### src/rtl/ifu_mem_arbiter.sv
// Shares a single memory port between instruction fetch (IF, read-only) and load/store (LS).
// Define IFU_ARB_PERF_EN to add grant and IF-stall performance counters.
module ifu_mem_arbiter #(
    parameter int DATA_WIDTH    = 32,
    parameter int WMASK_W       = 4,
    parameter int MAX_LS_STREAK = 4
) (
    input  logic                  clk,
    input  logic                  rst,
    input  logic                  if_req_valid,
    output logic                  if_req_ready,
    input  logic [DATA_WIDTH-1:0] if_req_addr,
    input  logic                  if_flush,
    output logic                  if_rsp_valid,
    output logic [DATA_WIDTH-1:0] if_rsp_data,
    input  logic                  ls_req_valid,
    output logic                  ls_req_ready,
    input  logic [DATA_WIDTH-1:0] ls_req_addr,
    input  logic                  ls_req_wen,
    input  logic [DATA_WIDTH-1:0] ls_req_wdata,
    input  logic [WMASK_W-1:0]    ls_req_wmask,
    output logic                  ls_rsp_valid,
    output logic [DATA_WIDTH-1:0] ls_rsp_data,
    output logic                  mem_req_valid,
    input  logic                  mem_req_ready,
    output logic [DATA_WIDTH-1:0] mem_req_addr,
    output logic                  mem_req_wen,
    output logic [DATA_WIDTH-1:0] mem_req_wdata,
    output logic [WMASK_W-1:0]    mem_req_wmask,
    input  logic                  mem_rsp_valid,
    input  logic [DATA_WIDTH-1:0] mem_rsp_data
`ifdef IFU_ARB_PERF_EN
    ,
    output logic [31:0]           perf_if_grants,
    output logic [31:0]           perf_ls_grants,
    output logic [31:0]           perf_if_stall
`endif
);

    typedef enum logic [1:0] {
        IDLE = 2'd0,
        REQ  = 2'd1,
        WAIT = 2'd2
    } state_t;

    localparam logic [3:0] STREAK_MAX = 4'(MAX_LS_STREAK);

    state_t                state_reg, state_next;
    logic                  owner_ls_reg;
    logic                  drop_reg;
    logic [3:0]            streak_reg;
    logic                  mem_req_valid_reg;
    logic [DATA_WIDTH-1:0] mem_req_addr_reg;
    logic                  mem_req_wen_reg;
    logic [DATA_WIDTH-1:0] mem_req_wdata_reg;
    logic [WMASK_W-1:0]    mem_req_wmask_reg;
    logic                  if_rsp_valid_reg;
    logic [DATA_WIDTH-1:0] if_rsp_data_reg;
    logic                  ls_rsp_valid_reg;
    logic [DATA_WIDTH-1:0] ls_rsp_data_reg;

    logic if_eff;
    logic grant_ls;
    logic grant_if;
    logic hs_if;
    logic hs_ls;
    logic rsp_done;

    // A flushed fetch never competes; LS yields only once its streak limit is reached.
    assign if_eff   = if_req_valid & ~if_flush;
    assign grant_ls = ls_req_valid & (~if_eff | (streak_reg < STREAK_MAX));
    assign grant_if = if_eff & ~grant_ls;
    assign hs_if    = if_req_ready;
    assign hs_ls    = ls_req_ready;
    assign rsp_done = (state_reg == WAIT) & mem_rsp_valid;

    always_ff @(posedge clk) begin
        if (!rst) begin
            state_reg <= IDLE;
        end else begin
            state_reg <= state_next;
        end
    end

    always_comb begin
        state_next   = state_reg;
        if_req_ready = 1'b0;
        ls_req_ready = 1'b0;
        case (state_reg)
            IDLE: begin
                if_req_ready = rst & grant_if;
                ls_req_ready = rst & grant_ls;
                if (grant_if | grant_ls) begin
                    state_next = REQ;
                end
            end
            REQ: begin
                if (mem_req_ready) begin
                    state_next = WAIT;
                end
            end
            WAIT: begin
                if (mem_rsp_valid) begin
                    state_next = IDLE;
                end
            end
            default: state_next = IDLE;
        endcase
    end

    always_ff @(posedge clk) begin
        if (!rst) begin
            owner_ls_reg      <= 1'b0;
            drop_reg          <= 1'b0;
            mem_req_valid_reg <= 1'b0;
            mem_req_addr_reg  <= '0;
            mem_req_wen_reg   <= 1'b0;
            mem_req_wdata_reg <= '0;
            mem_req_wmask_reg <= '0;
            if_rsp_valid_reg  <= 1'b0;
            if_rsp_data_reg   <= '0;
            ls_rsp_valid_reg  <= 1'b0;
            ls_rsp_data_reg   <= '0;
        end else begin
            if_rsp_valid_reg <= 1'b0;
            ls_rsp_valid_reg <= 1'b0;
            if (hs_if | hs_ls) begin
                owner_ls_reg      <= hs_ls;
                drop_reg          <= 1'b0;
                mem_req_valid_reg <= 1'b1;
                mem_req_addr_reg  <= hs_ls ? ls_req_addr : if_req_addr;
                mem_req_wen_reg   <= hs_ls & ls_req_wen;
                mem_req_wdata_reg <= hs_ls ? ls_req_wdata : '0;
                mem_req_wmask_reg <= hs_ls ? ls_req_wmask : '0;
            end
            if ((state_reg == REQ) && mem_req_ready) begin
                mem_req_valid_reg <= 1'b0;
            end
            if ((state_reg != IDLE) && !owner_ls_reg && if_flush) begin
                drop_reg <= 1'b1;
            end
            // A flush arriving together with the response still kills the fetch result.
            if (rsp_done) begin
                drop_reg <= 1'b0;
                if (owner_ls_reg) begin
                    ls_rsp_valid_reg <= 1'b1;
                    ls_rsp_data_reg  <= mem_rsp_data;
                end else if (!(drop_reg | if_flush)) begin
                    if_rsp_valid_reg <= 1'b1;
                    if_rsp_data_reg  <= mem_rsp_data;
                end
            end
        end
    end

    always_ff @(posedge clk) begin
        if (!rst) begin
            streak_reg <= '0;
        end else if (hs_ls) begin
            if (!if_eff) begin
                streak_reg <= '0;
            end else if (streak_reg != 4'hF) begin
                streak_reg <= streak_reg + 4'd1;
            end
        end else if (hs_if) begin
            streak_reg <= '0;
        end
    end

    assign mem_req_valid = mem_req_valid_reg;
    assign mem_req_addr  = mem_req_addr_reg;
    assign mem_req_wen   = mem_req_wen_reg;
    assign mem_req_wdata = mem_req_wdata_reg;
    assign mem_req_wmask = mem_req_wmask_reg;
    assign if_rsp_valid  = if_rsp_valid_reg;
    assign if_rsp_data   = if_rsp_data_reg;
    assign ls_rsp_valid  = ls_rsp_valid_reg;
    assign ls_rsp_data   = ls_rsp_data_reg;

`ifdef IFU_ARB_PERF_EN
    logic [31:0] perf_if_grants_reg;
    logic [31:0] perf_ls_grants_reg;
    logic [31:0] perf_if_stall_reg;

    always_ff @(posedge clk) begin
        if (!rst) begin
            perf_if_grants_reg <= '0;
            perf_ls_grants_reg <= '0;
            perf_if_stall_reg  <= '0;
        end else begin
            if (hs_if) begin
                perf_if_grants_reg <= perf_if_grants_reg + 32'd1;
            end
            if (hs_ls) begin
                perf_ls_grants_reg <= perf_ls_grants_reg + 32'd1;
            end
            if (if_req_valid && !if_req_ready) begin
                perf_if_stall_reg <= perf_if_stall_reg + 32'd1;
            end
        end
    end

    assign perf_if_grants = perf_if_grants_reg;
    assign perf_ls_grants = perf_ls_grants_reg;
    assign perf_if_stall  = perf_if_stall_reg;
`endif

endmodule

### config.mk
export PLATFORM = sky130hd
export DESIGN_NAME = ifu_mem_arbiter
export DESIGN_NICKNAME = d
export VERILOG_FILES = /design/src/rtl/ifu_mem_arbiter.sv
export SDC_FILE = /design/constraint.sdc
export NUM_CORES = 1
export LEC_CHECK = 0
export CAP_MARGIN = 40
export CORE_ASPECT_RATIO = 0.6
export CORE_MARGIN = 8
export CORE_UTILIZATION = 41
export CTS_BUF_LIST = sky130_fd_sc_hd__clkbuf_8
export DETAILED_ROUTE_END_ITERATION = 8
export PLACE_DENSITY = 0.94
export SLEW_MARGIN = 15
export SYNTH_ARGS = -nofsm -noshare
export SYNTH_HDL_FRONTEND = slang
export SYNTH_SLANG_ARGS = --single-unit
### constraint.sdc
create_clock -name clk -period 1.92 [get_ports clk]
set_input_delay 0.576 -clock clk [delete_from_list [all_inputs] [get_ports clk]]
set_output_delay 0.576 -clock clk [all_outputs]
set_load 0.02 [all_outputs]
==> results_dict.tcl <==
set metrics [dict create \
    nets 1018 \
    synth.yosys.seq_area_share 0.540 \
    ir_drop_mv 0.474 \
    p_int_mw 5.12 \
    slew_viol_final 0 \
    tritoncts "yes" \
    place.gp.congestion 0.808 \
    worst_pin_slew_ns 0.557 \
    rsz0062_at_grt "yes" \
    drt_iter0_markers 390 \
    path_class "in2out" \
    clk_pin_slew_worst_paths_ns 0.07 \
    hold_violations 0 \
    final_core_util 0.684 \
    antenna_left 0 \
    yosys_warnings 0 \
    finClkSkew_ns 0.0157 \
    ys_ff_latch 144 \
    pre_cts_slack_ns -0.804 \
    totalWireLength_mm 18.6 \
    drc 0 \
    r2r_setup_slack_ns 0.10 \
    finish.instance_area_um2 8740 \
    fin_cells 1060 \
    cts_hold_buf 0 \
    swShare 0.263 \
    final_layout_size_suffix_gt1_frac 0.0944 \
    period_needed_ns 1.95 \
    place_hpwl_mm 14.1 \
    postSynthNetCount 742 \
    die_area_um2 17000 \
    placedInstanceArea_um2 8430 \
    drt_first_pass_iters 5 \
    p_sw_mw 1.83 \
    ios 278 \
    grt_usage 0.209 \
    endpoint_kind "output pin" \
    initial_utilization 0.418 \
    syn_to_final_growth_pct 63.8 \
    syn_inst 601 \
    clock_sinks 144 \
    coreArea_um2 12800 \
    slew_headroom 0.629 \
    vias 5438 \
    clock_latency_ns 0.41 \
    grt_pass1_vias 5615 \
    p_leak_nw 3.95 \
    setup_tns_ns -0.0454 \
    multiInputGateArea_um2 2240 \
    placed_cells 1026 \
    antenna_found_initial 0 \
    die_x_um 163 \
    cap_viol_max_count 0 \
    yosys.cell_types.count 37 \
    ys_top_cells_by_area "dfxtp_1 54%, nand2_1 9.1%, a21oi_1 6.2%, a32oi_1 6.1%, mux2i_1 6.0%" \
    htree_num_levels 4 \
    comb_power_share 0.172 \
    worst-path-max-fanout 2 \
    setup_viol 2 \
    wl_per_cell_um 17.5 \
    max_freq_mhz 513 \
    filler_cell_count 1055 \
    syn_area_um2 5340 \
    cts_buffer_depth 2 \
    violations "setup timing" \
    viasPerCell 5.13 \
    min_path_type "reg2reg" \
    n_antenna_cell 0 \
    die_h_um 104 \
    seqCellArea_um2 2890 \
    cts_buffers 17 \
    power_frac_seq 0.462 \
    yosysTopAreaCellShare 0.540 \
    synth_top_area_cell "dfxtp_1" \
    grt_max_degree 39 \
    p_total_mw 6.95 \
    cp.arrival_ns 1.37 \
    grt_overflow 0 \
    layout_setup_ws_ns -0.0299 \
    final_common_cell "dfxtp_1" \
    cp.required_ns 1.34 \
    port_buffers 277 \
    power_density_nw_per_um2 795 \
    status "finished, violations left" \
    startpoint_type "primary input" \
    final_cell_mix "142 x dfxtp_1, 138 x dlygate4sd2_1, 135 x clkdlybuf4s50_1" \
    clkPwrFrac 0.366 \
    cts_root_buffer "clkbuf_8" \
    synth_area_per_cell_um2 8.88 \
    grt_first_pass_wirelength_mm 29.0 \
    hold-worst-slack_ns 0.452 \
    rows 32 \
    min_period_over_period 1.02 \
]
## area by class of cell
type | instances | area share
Clock buffer | 20 | 0.0315
Timing Repair Buffer | 309 | 0.339
Sequential cell | 144 | 0.330
Clock inverter | 12 | 0.0177
Inverter | 3 | 0.00129
Multi-Input combinational cell | 402 | 0.256
Tap cell | 170 | 0.0243
## worst max-delay path, stage by stage
cell             delay, ns
clkdlybuf4s15_2       0.19
buf_4                 0.15
nor2b_4               0.13
nand3_2               0.09
nor2_2                0.11
buf_6                 0.12
## layer usage
| layer | vias up | part of all wire | GRT usage |
|---|---|---|---|
| met4 | 0 | 0.010 | 0.0541 |
| met5 | - | 0 | 0 |
| met3 | 17 | 0.11 | 0.0881 |
| li1 | 2629 | - | - |
| met1 | 2567 | 0.38 | 0.226 |
| met2 | 225 | 0.50 | 0.369 |
## logic make-up after synthesis
| family | count (synthesis) | synth area share |
|---|---|---|
| AOI/OAI and AO/OA | 145 | 0.168 |
| adders and majority gates | 1 | 0.00234 |
| buffers and inverters | 55 | 0.0521 |
| DFF | 144 | 0.540 |
| muxes | 33 | 0.0621 |
| and+or+nand+nor | 223 | 0.175 |
## repair_timing
item,4_1_cts,5_1_grt
buffers inserted,1,1
gates resized for setup,159,6
pin swaps,2,3
gates cloned,0,0
endpoints found under the setup margin,207,69
## Yosys cell counts, drive strengths merged
cell type	n
dfxtp	144
or3b	1
a32oi	37
nor2b	1
a21oi	66
nor3	1
nand3b	2
o21a	1
o31a	1
nor2	47
buf	29
and2	1
o211ai	1
a22o	2
nor4	1
mux2	1
or2	1
ha	1
mux2i	32
nor3b	1
o2111ai	1
o21ai	33
o21bai	1
a32o	1
a2111oi	1
or4	1
nand2b	2
inv	3
nand3	34
nand2	130
clkbuf	23
## power groups by stage
stage                     logic, mW  registers, mW  clock network (mW)
final                          1.20           3.21                2.55
after global placement         1.25           3.27                   0
after global routing           1.28           3.23                2.76
after floorplan               0.364           3.45                   0
after detailed placement       1.28           3.28                   0
after CTS                      1.19           3.21                2.62
## path summary, 6_finish.rpt
path | startpoint | to | depth (start not counted)
max | if_flush | if_req_ready | 6
min | if_rsp_data[11] | if_rsp_data[11] | 2
min reg2reg | if_rsp_data[11] | if_rsp_data[11] | 2
max reg2reg | state_reg[0] | mem_req_wdata[21] | 6
(Power assumes the default switching activity.)
==> RTL change 1, RTL diff (config.mk and constraints unchanged) <==
Build with the macro `IFU_ARB_PERF_EN` defined.
--- a/src/rtl/ifu_mem_arbiter.sv
+++ b/src/rtl/ifu_mem_arbiter.sv
@@ -1,5 +1,7 @@
 // Shares a single memory port between instruction fetch (IF, read-only) and load/store (LS).
 // Define IFU_ARB_PERF_EN to add grant and IF-stall performance counters.
+`define IFU_ARB_PERF_EN
+
 module ifu_mem_arbiter #(
     parameter int DATA_WIDTH    = 32,
     parameter int WMASK_W       = 4,
Formal check against the unedited RTL (old outputs only; new: perf_if_grants, perf_if_stall and perf_ls_grants): equivalent (Yosys induction, for registers that start in step).
==> RTL change 1 against the unedited design <==
The run still ends with setup timing left. Sequential cell count is 96 higher. Worst setup slack worse by 0.23 ns. Cell area is 82% higher. Total power is 57% higher. Clock power is 76% higher. Synthesized area is 91% higher. Wire length is 130% higher. Global-route usage is 5.3 points higher. Utilization is 3.0 points lower. Largest cell class is now multi-input combinational cells.
==> RTL change 1: results (changes against the unedited design) <==
first-pass GRT wire length: 64,400 um (+120%)
status: finished with violations
Post-Synth Adder-Cell Area: 0.00491 (+0.00257)
critical path's largest stage delay: 0.34 ns (+0.15 ns)
vias in the first global route: 11,500 (+100%)
Max Fanout on Critical Path: 3 (+1)
DR iter-0 viols: 1,061 (+170%)
grt met2 use: 0.436 (+0.0669)
Tightest Pin Transition: 0.497 ns (-0.0599 ns)
VDD IR max: 515 uV (+8.6%)
Max clock buf depth: 3 (+1)
Tot Pwr: 10,900 uW (+57%)
share of layout cells above drive strength 1: 0.197 (+0.102)
met1 Use GR: 0.303 (+0.0766)
post-synthesis xor/xnor area fraction: 0.0103 (+0.0103)
RePlAce Congestion: 0.877 (+8.5%)
complex-gate fraction of the synthesized area: 0.173 (+0.00517)
top cells by area, synth: dfxtp_1 (47%), nand2_1 (9.4%), a21oi_1 (8.5%), nand3_1 (4.7%), or4_1 (3.5%)
htree depth: 2 (-2)
failing checks: setup timing
Pleak: 0.00632 uW (+60%)
slowest CP cell: dfxtp_2
post-DP HPWL: 30,100 um (+110%)
metal2 WL: 20,200 um (+120%)
Syn Nets: 1,398 (+88%)
Avg Cell Area, Syn: 8.13 um2 (-8.4%)
critical path arrival: 1.60 ns (+0.23 ns)
Routed met1 length: 15,900 um (+120%)
Distinct cells, synth: 52 (+41%)
dpl ws: -1.08 ns (-0.278 ns)
met3 Use GR: 0.0710 (-0.0171)
register area share after synthesis: 0.471 (-0.0689)
largest net degree at the start of global routing: 64 (+64%)
Nets: 1,828 (+80%)
clk pwr: 4480 uW (+76%)
Global Route Usage Sum: 0.262 (+0.0526)
DR pass1 iterations: 6 (+1)
Net Sw Power: 2930 uW (+60%)
final setup fails: 36 (+34)
met3 routed WL: 4160 um (+110%)
Setup TNS: -3.50 ns (-3.45 ns)
Inserted Clock Buffers: 37 (+20)
top post-synthesis cells by count: nand2_1 (254), dfxtp_1 (240), a21oi_1 (173), nand3_1 (96), clkbuf_1 (85)
setup ws final: -0.261 ns (-0.231 ns)
[RTL change 1: cell type report]
| type | count | area (um2) |
|---|---|---|
| multi-input combinational | 893 | 5200 |
| antenna | 4 | 10.0 |
| inverter | 17 | 71.3 |
| sequential | 240 | 4860 |
| tap | 322 | 403 |
| clock buffer | 46 | 633 |
| clock inverter | 21 | 134 |
| timing repair buffer | 495 | 4570 |
| fill | 1898 | 8400 |
[RTL change 1: final timing paths]
path	startpoint	to	slack, ns	cells after the start
worst max-delay path	state_reg[0]	ls_req_ready	-0.26	5
worst min register to register	ls_rsp_data[5]	ls_rsp_data[5]	0.45	2
worst max register to register	streak_reg[2]	perf_if_stall[16]	-0.20	6
worst min-delay path	ls_rsp_data[5]	ls_rsp_data[5]	0.45	2
[RTL change 1: what timing repair did]
action                                  CTS  global route
endpoints found under the setup margin  378           159
buffers inserted                          5             8
pin swaps                                20            16
resized for setup                       388           110
hold endpoints to repair                  0             0
cloned                                    3             2
==> RTL change 2, RTL diff (same flow settings) <==
Made on the original files. Encoding of `state_t`: now one-hot (3 bits for 3 states).
--- a/src/rtl/ifu_mem_arbiter.sv
+++ b/src/rtl/ifu_mem_arbiter.sv
@@ -37,10 +37,10 @@
 `endif
 );
 
-    typedef enum logic [1:0] {
-        IDLE = 2'd0,
-        REQ  = 2'd1,
-        WAIT = 2'd2
+    typedef enum logic [2:0] {
+        IDLE = 3'b001,
+        REQ  = 3'b010,
+        WAIT = 3'b100
     } state_t;
 
     localparam logic [3:0] STREAK_MAX = 4'(MAX_LS_STREAK);
Check against the original RTL: no difference found for any inputs over 4 cycles, from zero or initial values and one cycle with rst low; so few cycles prove little.
==> RTL change 2 against the unedited design <==
The flow still finishes with violations (setup timing). Clock power shrank 5%. Cell area about the same. Synthesized cell count decreased by 6.3%. Synthesized area grew 0.56%. Total power down 2.4%. Worst setup slack got worse by 0.14 ns. Wire length down 0.94%. Sequential cell count grew 1. Critical endpoint unchanged. Largest cell class unchanged.
==> RTL change 2: results (changes against the unedited design) <==
final setup fails: 2 (unchanged)
RePlAce Congestion: 0.744 (-7.9%)
post-DP HPWL: 14,100 um (-0.42%)
share of layout cells above drive strength 1: 0.0872 (-0.00717)
top post-synthesis cells by count: dfxtp_1 (145), nand2_1 (132), a21boi_1 (41), a22o_1 (38)
setup ws final: -0.165 ns (-0.135 ns)
status: finished with violations
top cells by area, synth: dfxtp_1 (54%), nand2_1 (9.2%), a22o_1 (6.2%), mux2i_1 (6.0%), a21boi_1 (5.7%)
number of placed cells counting well taps: 996 (-2.9%)
dpl ws: -0.923 ns (-0.119 ns)
vias per inst: 4.96 (-3.4%)
slew margin rel.: 0.726 (+0.0967)
DR pass1 iterations: 4 (-1)
largest net degree at the start of global routing: 72 (+85%)
critical path's largest stage delay: 0.25 ns (+0.06 ns)
Nets: 988 (-2.9%)
Power Density: 776 mW/mm2 (-2.5%)
slowest CP cell: dlygate4sd2_1
first-pass GRT wire length: 28,700 um (-1.0%)
register area share after synthesis: 0.541 (+0.000707)
Avg Cell Area, Syn: 9.53 um2 (+7.4%)
critical path arrival: 1.51 ns (+0.14 ns)
Distinct cells, synth: 33 (-11%)
Max Fanout on Critical Path: 3 (+1)
Global Route Usage Sum: 0.207 (-0.00200)
failing checks: setup timing
Syn Nets: 704 (-5.1%)
vias in the first global route: 5,481 (-2.4%)
RTL change 2: kinds of logic (layout without fill, tap and decap cells):
family                     count (synthesis)  count (layout)  synth area share
DFF                                      145             145             0.541
adders and majority gates                  1               1           0.00233
AOI/OAI and AO/OA                        147             147             0.199
buffers and inverters                     48             345            0.0438
and+or+nand+nor                          190             190             0.154
muxes                                     32              32            0.0597
RTL change 2: worst register-to-register path: stages (launching register included):
cell      delay [ns]
dfxtp_1         0.31
and4bb_1        0.31
buf_4           0.13
buf_4           0.10
o21ai_4         0.05
and2_1          0.20
buf_4           0.17
a22o_1          0.23
RTL change 2: layout make-up:
type	count	share of cell area
inverter	2	0.000859
clock buffer	17	0.0268
clock inverter	15	0.0180
tap	170	0.0243
sequential	145	0.332
multi-input combinational	370	0.260
timing repair buffer	311	0.338
RTL change 2: where the power goes:
group | internal (uW) | switching (uW) | leakage [uW]
registers | 3160 | 77.6 | 0.00118
logic | 601 | 538 | 0.00256
clock network | 1170 | 1230 | 0.000194
RTL change 2: final timing paths:
kind	end	cells after the start	slack (ns)	start
worst min-delay path	if_rsp_data[11]	2	0.45	if_rsp_data[11]
worst max register to register	streak_reg[0]	7	0.31	state_reg[1]
worst max-delay path	if_req_ready	6	-0.17	if_flush
worst min register to register	if_rsp_data[11]	2	0.45	if_rsp_data[11]
RTL change 2: layer usage:
metal / routed length (um) / GRT usage / share of wire
met3: 1900 / 0.0874 / 0.10
met2: 8850 / 0.363 / 0.48
met1: 7420 / 0.229 / 0.40
met5: 0 / 0 / 0
met4: 219 / 0.0510 / 0.012
RTL change 2: repair_timing:
action	4_1_cts	5_1_grt
resized for setup	158	0
setup buffers	1	1
setup endpoints to repair	138	2
endpoints found under the hold margin	0	0
hold buffers	0	0
pin swaps	2	2
